### src/rtl/rr_mux_arb_pkg.sv
// Shared arbiter helpers: circular first-set search used by round-robin arbiters.
// Vectors are RR_MAX_N wide; callers zero-extend their N-bit vectors.
package rr_mux_arb_pkg;

  localparam int unsigned RR_MAX_N = 64;

  typedef logic [RR_MAX_N-1:0] rr_vec_t;

  // First set bit of req strictly above the one-hot last, wrapping to bit 0.
  // Zero req gives zero; the result is always one-hot or zero.
  function automatic rr_vec_t rr_first(
    input rr_vec_t req,
    input rr_vec_t last
  );
    rr_vec_t above;
    rr_vec_t hi;
    above = ~((last << 1) - rr_vec_t'(1));
    hi    = req & above;
    if (|hi) return hi & (~hi + rr_vec_t'(1));
    return req & (~req + rr_vec_t'(1));
  endfunction

endpackage

### src/rtl/mux.sv
// One-hot AND-OR multiplexer.
// Ports: i_sel one-hot/zero select, i_data packed words, o_data selected word.
module mux #(
  parameter int N = 4,
  parameter int W = 32
) (
  input  logic [N-1:0]        i_sel,
  input  logic [N-1:0][W-1:0] i_data,
  output logic [W-1:0]        o_data
);

  always_comb begin
    o_data = '0;
    for (int i = 0; i < N; i++) begin
      o_data = o_data | (i_data[i] & {W{i_sel[i]}});
    end
  end

endmodule

### src/rtl/rr_mux_arb.sv
// Round-robin arbiter of N valid/ready requesters onto one registered channel.
// Ports: clk, arst_n, i_req_* requests, o_req_rdy grants, o_vld/o_data/o_sel out, i_rdy.
module rr_mux_arb
  import rr_mux_arb_pkg::*;
#(
  parameter int N = 4,
  parameter int W = 32
) (
  input  logic                clk,
  input  logic                arst_n,
  input  logic [N-1:0]        i_req_vld,
  input  logic [N-1:0][W-1:0] i_req_data,
  input  logic [N-1:0]        i_req_mask,
  output logic [N-1:0]        o_req_rdy,
  output logic                o_vld,
  output logic [W-1:0]        o_data,
  output logic [N-1:0]        o_sel,
  input  logic                i_rdy
);

  localparam logic [N-1:0] LAST_RST = {1'b1, {(N-1){1'b0}}};

  logic [N-1:0] eff;
  logic [N-1:0] grant;
  logic [N-1:0] last;
  logic [W-1:0] mux_data;
  logic         free;
  rr_vec_t      grant_w;

  assign eff     = i_req_vld & i_req_mask;
  assign grant_w = rr_first(rr_vec_t'(eff), rr_vec_t'(last));
  assign grant   = grant_w[N-1:0];

  assign free      = ~o_vld | i_rdy;
  assign o_req_rdy = grant & {N{free}};

  mux #(
    .N(N),
    .W(W)
  ) u_mux (
    .i_sel  (grant),
    .i_data (i_req_data),
    .o_data (mux_data)
  );

  // Pointer only advances on an accepted transfer, so a stalled
  // winner keeps its priority.
  always_ff @(posedge clk or negedge arst_n) begin
    if (!arst_n) begin
      o_vld  <= 1'b0;
      o_data <= '0;
      o_sel  <= '0;
      last   <= LAST_RST;
    end else if (free) begin
      o_vld <= |grant;
      if (|grant) begin
        o_data <= mux_data;
        o_sel  <= grant;
        last   <= grant;
      end
    end
  end

  a_rdy_oh: assert property (
    @(posedge clk) disable iff (!arst_n) $onehot0(o_req_rdy));

  a_grant_oh: assert property (
    @(posedge clk) disable iff (!arst_n) $onehot0(grant_w));

  a_sel_oh: assert property (
    @(posedge clk) disable iff (!arst_n) o_vld |-> $onehot(o_sel));

  for (genvar j = 0; j < N; j++) begin : g_hold
    a_vld_hold: assert property (
      @(posedge clk) disable iff (!arst_n)
      i_req_vld[j] & ~o_req_rdy[j] |=> i_req_vld[j]);
  end

endmodule

### config.mk
export PLATFORM = sky130hd
export DESIGN_NAME = rr_mux_arb
export DESIGN_NICKNAME = d
export VERILOG_FILES = /design/src/rtl/rr_mux_arb_pkg.sv /design/src/rtl/mux.sv /design/src/rtl/rr_mux_arb.sv
export SDC_FILE = /design/constraint.sdc
export NUM_CORES = 1
export LEC_CHECK = 0
export CORE_ASPECT_RATIO = 2
export CORE_MARGIN = 2
export CORE_UTILIZATION = 32
export CTS_CLUSTER_DIAMETER = 50
export DETAILED_ROUTE_END_ITERATION = 8
export PLACE_DENSITY_LB_ADDON = 0.05
export SLEW_MARGIN = 20
export SYNTH_ARGS = -nofsm -noshare
export SYNTH_HDL_FRONTEND = slang
export SYNTH_SLANG_ARGS = --single-unit
### constraint.sdc
create_clock -name clk -period 2.45 [get_ports clk]
set_input_delay 0.49 -clock clk [delete_from_list [all_inputs] [get_ports clk]]
set_output_delay 0.49 -clock clk [all_outputs]
set_load 0.02 [all_outputs]
-- Word level (Yosys, flattened, before mapping)
Index checks and enable logic that the tools add are counted.
- register bits: 41
- bits of input ports: 139
- logic and storage cells: 30
- add/subtract/negate cells: 3
- muxes and demuxes: 3
- bitwise gates (word level): 17
- reductions and logical operators: 3
- operators by type and width (cell ; count):
    $and A32 B32 Y32 ; 4
    $or A32 B32 Y32 ; 3
    $and A4 B64 Y64 ; 1
    $not A64 Y64 ; 1
    $reduce_or A64 Y1 ; 1
    $and A4 B4 Y4 ; 4
    $add A4 B1 Y4 const B ; 2
    $mux W4 ; 2
    $not A4 Y4 ; 2
    $sub A5 B1 Y6 const B ; 1
    $reduce_or A4 Y1 ; 1
    $reduce_and A2 Y1 ; 1
    $mux W1 ; 1
    $not A1 Y1 ; 1
    $or A1 B1 Y1 ; 1

-- Longest topological paths before layout
Gate-level depths: netlist of run 1.
- depth after elaboration: 12
- mapped depth: 8
- depth with buffers taken out: 7

-- Hierarchy
Synthesis of run 1 repeated with hierarchy kept, for this count alone.
- cells, all modules: 227
- area, all modules: 2426.1 sq um
- by module, submodules not included (module ; times used ; cells an instance ; area an instance (sq um) ; sequential area each (sq um)):
    rr_mux_arb ; 1 ; 119 ; 1720.4 ; 925.9
    mux ; 1 ; 108 ; 705.7 ; 0.0

-- Worst setup path after synthesis of run 1
Ideal clock, no wire load.
- kind: flip-flop to output port
- from: register o_sel[0] (netlist name)
- to: output port o_req_rdy[1]
- arrival: 1.995 ns
- path slack: -0.035 ns
- cell stages (with the launch flop): 7
- path through: dfrtp_1 inv_1 ha_1 xnor2_1 nor2b_2 o41ai_4 nor2b_1
- RTL lines (element ; line ; text):
    to (decl) ; rr_mux_arb.sv:14 ; output logic [N-1:0] o_req_rdy,

-- Final worst setup path of run 1
- from: input port i_req_vld[0]
- to: output port o_req_rdy[1]
- cells in the longest elaborated chain, start to end: 8
- elaborated cells on any way between the ends: 13
- classes of those cells: add/sub (2); mux (3); bitwise (7); reduce/logical (1)
- ends and longest elaborated chain (element ; line ; text):
    from (decl) ; rr_mux_arb.sv:11 ; input logic [N-1:0] i_req_vld,
    $and A4 B4 Y4 * ; rr_mux_arb.sv:30 ; assign eff = i_req_vld & i_req_mask;
    $and A4 B64 Y64 ; rr_mux_arb_pkg.sv:18 ; hi = req & above;
    $not A4 Y4 ; rr_mux_arb_pkg.sv:19 ; if (|hi) return hi & (~hi + rr_vec_t'(1));
    $add A4 B1 Y4 ; rr_mux_arb_pkg.sv:19 ;
    $and A4 B4 Y4 ; rr_mux_arb_pkg.sv:19 ;
    $mux W4 ; rr_mux_arb_pkg.sv:19 ;
    $mux W4 * ; rr_mux_arb_pkg.sv:20 ; return req & (~req + rr_vec_t'(1));
    $and A4 B4 Y4 * ; rr_mux_arb.sv:35 ; assign o_req_rdy = grant & {N{free}};
Every way passes the cells marked *; elsewhere a longest branch is shown, timed or not. The select of a mux whose other input is x is not followed.

==> results of run 1 <==
-- placed cells by master (no fill, tap or decap), drive strengths merged, types with 2 or more instances in the layout --
| cell type | count |
|---|---|
| clkdlybuf4s50 | 171 |
| dfrtp | 37 |
| buf | 35 |
| a221oi | 33 |
| nor2 | 33 |
| a21oi | 33 |
| a22oi | 32 |
| clkbuf | 7 |
| a21o | 5 |
| nand2 | 5 |
| nor2b | 4 |
| nand3 | 3 |
| dlymetal6s2s | 3 |
| inv | 2 |
| nor3 | 2 |
-- synthesized netlist by cell type --
cell      count  area [µm²]
inv_1         2       7.510
dfrtp_1      37       925.9
nand2_1       5       18.77
a222oi_1      1       10.01
nor2b_1       3       18.77
or4_1         1       7.510
xnor2_1       1       8.760
buf_2         7       35.03
and3_1        1       6.260
nor2_1       33       123.9
a221oi_1     33       289.0
a21oi_1      33       165.2
o31ai_2       1       12.51
buf_6         3       33.78
o41ai_4       1       27.53
nor2b_2       1       8.760
and2_1        1       6.260
nand3_1       3       15.01
nor4_1        1       6.260
nor3_1        2       10.01
o21bai_1      1       7.510
buf_4         1       7.510
o311a_1       1       10.01
clkbuf_1      5       18.77
clkbuf_4      3       22.52
ha_1          1       12.51
a21o_1        5       37.54
a22oi_1      32       240.2
-- logic make-up after synthesis --
group,count (synthesis),synth area share [%]
xor gates and xnor gates,1,0.4185
buffers and inverters,21,5.977
DFF,37,44.23
AOI/OAI and AO/OA,108,38.20
adders and majority gates,1,0.5976
and+or+nand+nor,51,10.58
-- through the flow --
| stage | cell area (µm²) | TNS [ps] | setup WS [ps] |
|---|---|---|---|
| CTS | 4293 | 0 | 8.554 |
| finish | 4325 | 0 | 51.05 |
| global placement | 4105 | -1417 | -426.3 |
| detailed placement | 4105 | -1870 | -492.5 |
| global route | 4325 | -30.01 | -30.01 |
| floorplan | 2096 | 0 | 41.14 |
-- state kept, by name, indices dropped and copies added, names as in the netlist --
register,flops
o_sel,4
o_vld,1
o_data,32
-- worst paths after layout --
| check | end | slack, ps | cells after the start |
|---|---|---|---|
| setup / recovery | o_req_rdy[1] | 50 | 5 |
| hold / removal | o_sel[2] | 320 | 1 |
| setup reg to reg | o_data[24] | 170 | 10 |
| hold reg to reg | o_sel[3] | 480 | 1 |
| max in group asynchronous | o_data[20] | 1570 | 1 |
| min in group clk | o_sel[3] | 480 | 1 |
-- layer usage --
layer	vias up	global-route usage (%)
li1	1263	-
met4	0	9.783
met5	-	0
met3	20	5.470
met1	1286	23.61
met2	124	41.76
-- power groups by stage --
stage          clock network, mW  registers, mW  logic, mW
2_1_floorplan                  0           1.30      0.617
3_3_place_gp                   0          0.987       1.95
3_5_place_dp                   0          0.998       1.96
4_1_cts                    0.697          0.988       1.99
5_1_grt                    0.720           1.02       2.13
6_report                   0.684          0.986       2.00
-- area by class of cell --
cell class	instances	area (µm²)
Clock inverter	1	5.005
Timing Repair Buffer	209	2033
Sequential cell	37	925.9
Fill cell	531	1984
Tap cell	86	107.6
Clock buffer	7	152.6
Inverter	2	7.507
Multi-Input combinational cell	161	1094
-- what timing repair did --
item / in CTS / in global routing
buffers inserted: 2 / 3
pin swaps: 2 / 3
setup endpoints to repair: 4 / 4
gates resized for setup: 19 / 12
==> impl_metrics.ini, run 1 <==
[status]
status = finished clean

[drt]
dr.pass1.iters = 4
drt-initial-drc-count = 108
top_layer_used = met4
dr_wl_met2_um = 4517
drc = 0
ant_nets = 0
viasPerCell = 5.354
wl_met3_um = 680
vias = 2693
routed_wl_um = 8481
wl_met1_um = 2977
avgRoutedWirePerCell_um = 16.86

[final_layout]
drive_above_1_share_pct = 13.19
area_growth_syn_to_layout_pct = 106.6
n_antenna_cell = 0
nNetsFinal = 556
final_cells = 503
fin_util_pct = 68.55

[clocking]
cts_made_buffers = 5
path_clk_slew_ps = 60
clk_latency_ps = 280
cts_tree = done
clock-sinks = 37
cts.path.max_buffers = 2
cts_root_buf = clkbuf_16
holdBufCountCts = 0
htreeDepth = 2

[power]
switching_share_pct = 37.08
worst_ir_drop_vdd_mv = 0.6075
p_leak_nw = 1.755
clock_power_share_pct = 18.6
total_power_mw = 3.669
comb_power_share_pct = 54.5
p_seq_share_pct = 26.9
p_switching_mw = 1.360
power.internal_mw = 2.308
power_density_mw_per_mm2 = 848.2

[sta]
hold_slack_ps = 317.4
clock.fmax_mhz = 416.8
report.final.slew_viol_count = 0
grt_setup_unrepaired = yes
slew_headroom_pct = 41.41
tightest_slew_ps = 878.9
hold_viol = 0
setup_violations = 0
fin_crit_ps = 2399
final.setup_skew_ps = 3.903
post-route-period-util_pct = 97.92

[floorplan]
core_mm2 = 0.006310
die_x_um = 61.19
dieArea_mm2 = 0.007244
row_count = 41
die_h_um = 118.4
ios = 180
start_util_pct = 33.17

[worst_setup_path]
cp_data_required_time_ps = 1960
cp-end-kind = output port
path_cells = clkdlybuf4s50_1, and2_1, o41ai_4, nor2b_4, buf_6
crit_fanout = 3
path_delay_family = buffers and inverters
arrival_ps = 1910
crit_buf_inv = 2
rr_startpoint = o_sel[0]
worstSetupPathType = input pin to output port
cp-startpoint = i_req_vld[0]
slowest_stage = clkdlybuf4s50_1
cpPeakStageDelay_ps = 440
crit_path_start_kind = input pin

[min_path]
hold_class = input pin to asynchronous set/reset pin

[global_route]
grt.overflow.total = 0
grt_pass1_wl_um = 12650
antenna_found_initial = 0
grt_pass1_vias = 2662
grt_max_degree = 38
track_usage_pct = 23.13

[synth]
yosysUniqueCellTypes = 28
synth-seq-cells = 37
syn-num-nets = 359
ys_warn_count = 0
synth_area_mm2 = 0.002093
ys_seq_area_share_pct = 44.23
synth_area_per_cell_um2 = 9.558
netlist_instances = 219

[placement]
place_congestion = 0.8743
dp_cells = 490
hpwl_um = 6459
port_buffers = 179

[job]
cap_viol_max_count = 0
(Power assumes the default switching activity.)
==> run 2: changes to the inputs <==
--- a/config.mk
+++ b/config.mk
@@ -6,4 +6,5 @@
 export NUM_CORES = 1
 export LEC_CHECK = 0
+export ABC_CLOCK_PERIOD_IN_PS = 2450
 export CORE_ASPECT_RATIO = 2
 export CORE_MARGIN = 2
==> constraint.sdc (replaced) <==
create_clock -name clk -period 2.45 [get_ports clk]
set_input_delay 0.3675 -clock clk [delete_from_list [all_inputs] [get_ports clk]]
set_output_delay 0.3675 -clock clk [all_outputs]
set_load 0.02 [all_outputs]
==> run 2 against run 1 <==
Critical path depth up 2; core utilization shrank 1.6 points; global-route usage about the same; clock power shrank 11%; largest power group unchanged.
==> impl_metrics.ini, run 2 (synthesis gave the netlist of run 1 again) <==
[status]
status = finished clean

[clocking]
cts.path.max_buffers = 2
clock-sinks = 37
holdBufCountCts = 0
path_clk_slew_ps = 60
cts_made_buffers = 5
htreeDepth = 2
clk_latency_ps = 270
cts_root_buf = clkbuf_16
cts_tree = done

[sta]
clock.fmax_mhz = 425.6
worst_slack_ps = 100.4
tightest_slew_ps = 843.3
slew_headroom_pct = 43.78
fin_crit_ps = 2350
post-route-period-util_pct = 95.90
hold_viol = 0
setup_violations = 0
final.setup_skew_ps = 4.893
report.final.slew_viol_count = 0

[drt]
routed_wl_um = 8366
vias = 2636
ant_nets = 0
avgRoutedWirePerCell_um = 16.90
dr.pass1.iters = 4
drc = 0
viasPerCell = 5.325
drt-initial-drc-count = 82

[final_layout]
fill_cells = 570
top_register = o_data
largestRegisters = o_data (32), o_sel (4), o_vld (1)
area_growth_syn_to_layout_pct = 101.7
n_antenna_cell = 0
drive_above_1_share_pct = 9.780
nNetsFinal = 548
mostFrequentLayoutCells = 174 x clkdlybuf4s50_1, 37 x dfrtp_1, 33 x a221oi_1
final_common_cell = clkdlybuf4s50_1
largest_reg_flops = 32

[floorplan]
die_x_um = 61.19
ios = 180
dieArea_mm2 = 0.007244
die_h_um = 118.4
core_mm2 = 0.006310
row_count = 41
start_util_pct = 33.17

[power]
p_leak_nw = 1.680
total_power_mw = 3.544
power_density_mw_per_mm2 = 839.6
worst_ir_drop_vdd_mv = 0.4819

[global_route]
antenna_found_initial = 0
grt.overflow.total = 0
grt_pass1_wl_um = 12800
grt_pass1_vias = 2713
grt_max_degree = 38
track_usage_pct = 23.10

[worst_setup_path]
crit_fanout = 5
worstSetupPathType = flop to output port
arrival_ps = 1980
cp-end-kind = output port
cp_data_required_time_ps = 2080
crit_path_start_kind = flop

[placement]
port_buffers = 179
post-place-ws_ps = -255.2
hpwl_um = 6487
place_congestion = 0.8174

[job]
cap_viol_max_count = 0

[min_path]
hold_class = input pin to asynchronous set/reset pin
run 2: cell types whose count changed in the layout (fill, tap and decap cells not counted), sizes merged:
cell / before / now
dlymetal6s2s: 3 / 0
buf: 35 / 24
dlygate4sd2: 0 / 1
clkinv: 1 / 2
clkdlybuf4s50: 171 / 174
clkbuf: 7 / 8
run 2: worst paths after layout:
kind	from	to	slack [ps]	cells past startpoint
worst max-delay path	o_sel[0]	o_req_rdy[2]	100	7
worst min-delay path	arst_n	o_data[6]	200	1
worst max register to register	o_sel[0]	o_data[23]	140	9
worst min register to register	o_sel[3]	o_sel[3]	470	1
max in group asynchronous	arst_n	o_data[20]	1720	1
min in group clk	o_sel[3]	o_sel[3]	470	1
run 2: per-stage QoR:
step           cell area, µm²  setup TNS, ps  hold slack (ps)  instances  util, %
3_3_place_gp             4065          -5480            462.0        485    64.43
5_1_grt                  4222         -11.36            269.2        495    66.90
6_report                 4222              0            200.2        495    66.90
2_1_floorplan            2093              0            71.91        219        -
3_5_place_dp             4071         -772.8            464.8        485    64.53
4_1_cts                  4215              0            235.5        493    66.81
run 2: layer usage:
metal / global-route usage (%) / up-vias / wire length [µm]
met5: 0 / - / 0
met4: 9.647 / 0 / 334
met3: 5.142 / 24 / 655
met2: 42.69 / 135 / 4659
met1: 22.82 / 1233 / 2717
li1: - / 1244 / -
run 2: report_power, final:
part	total (mW)	switching [mW]	internal (mW)	leakage [nW]
Clock	0.606	0.233	0.373	0.0706
Combinational	1.96	0.967	0.988	1.18
Sequential	0.983	0.127	0.855	0.433
Total	3.54	1.33	2.22	1.68
run 2: critical path, stage by stage (launching register included):
cell and delay, ps:
dfrtp_1 350, inv_1 50, ha_1 200, xnor2_1 140, nor2b_4 170, o31ai_4 250
nor2b_1 190, dlygate4sd2_1 370
run 2: layout make-up:
type	instances	area [µm²]	share of cell area, %
Clock buffer	6	128.9	3.053
Timing Repair Buffer	201	1961	46.44
Multi-Input combinational cell	161	1081	25.61
Tap cell	86	107.6	2.549
Clock inverter	2	10.01	0.2371
Inverter	2	7.507	0.1778
Sequential cell	37	925.9	21.93
run 2: what timing repair did:
action                                  CTS  global route
pin swaps                                 0             1
gates resized for setup                   8             8
endpoints found under the setup margin    4             4
gates cloned                              0             0
setup buffers                             0             2
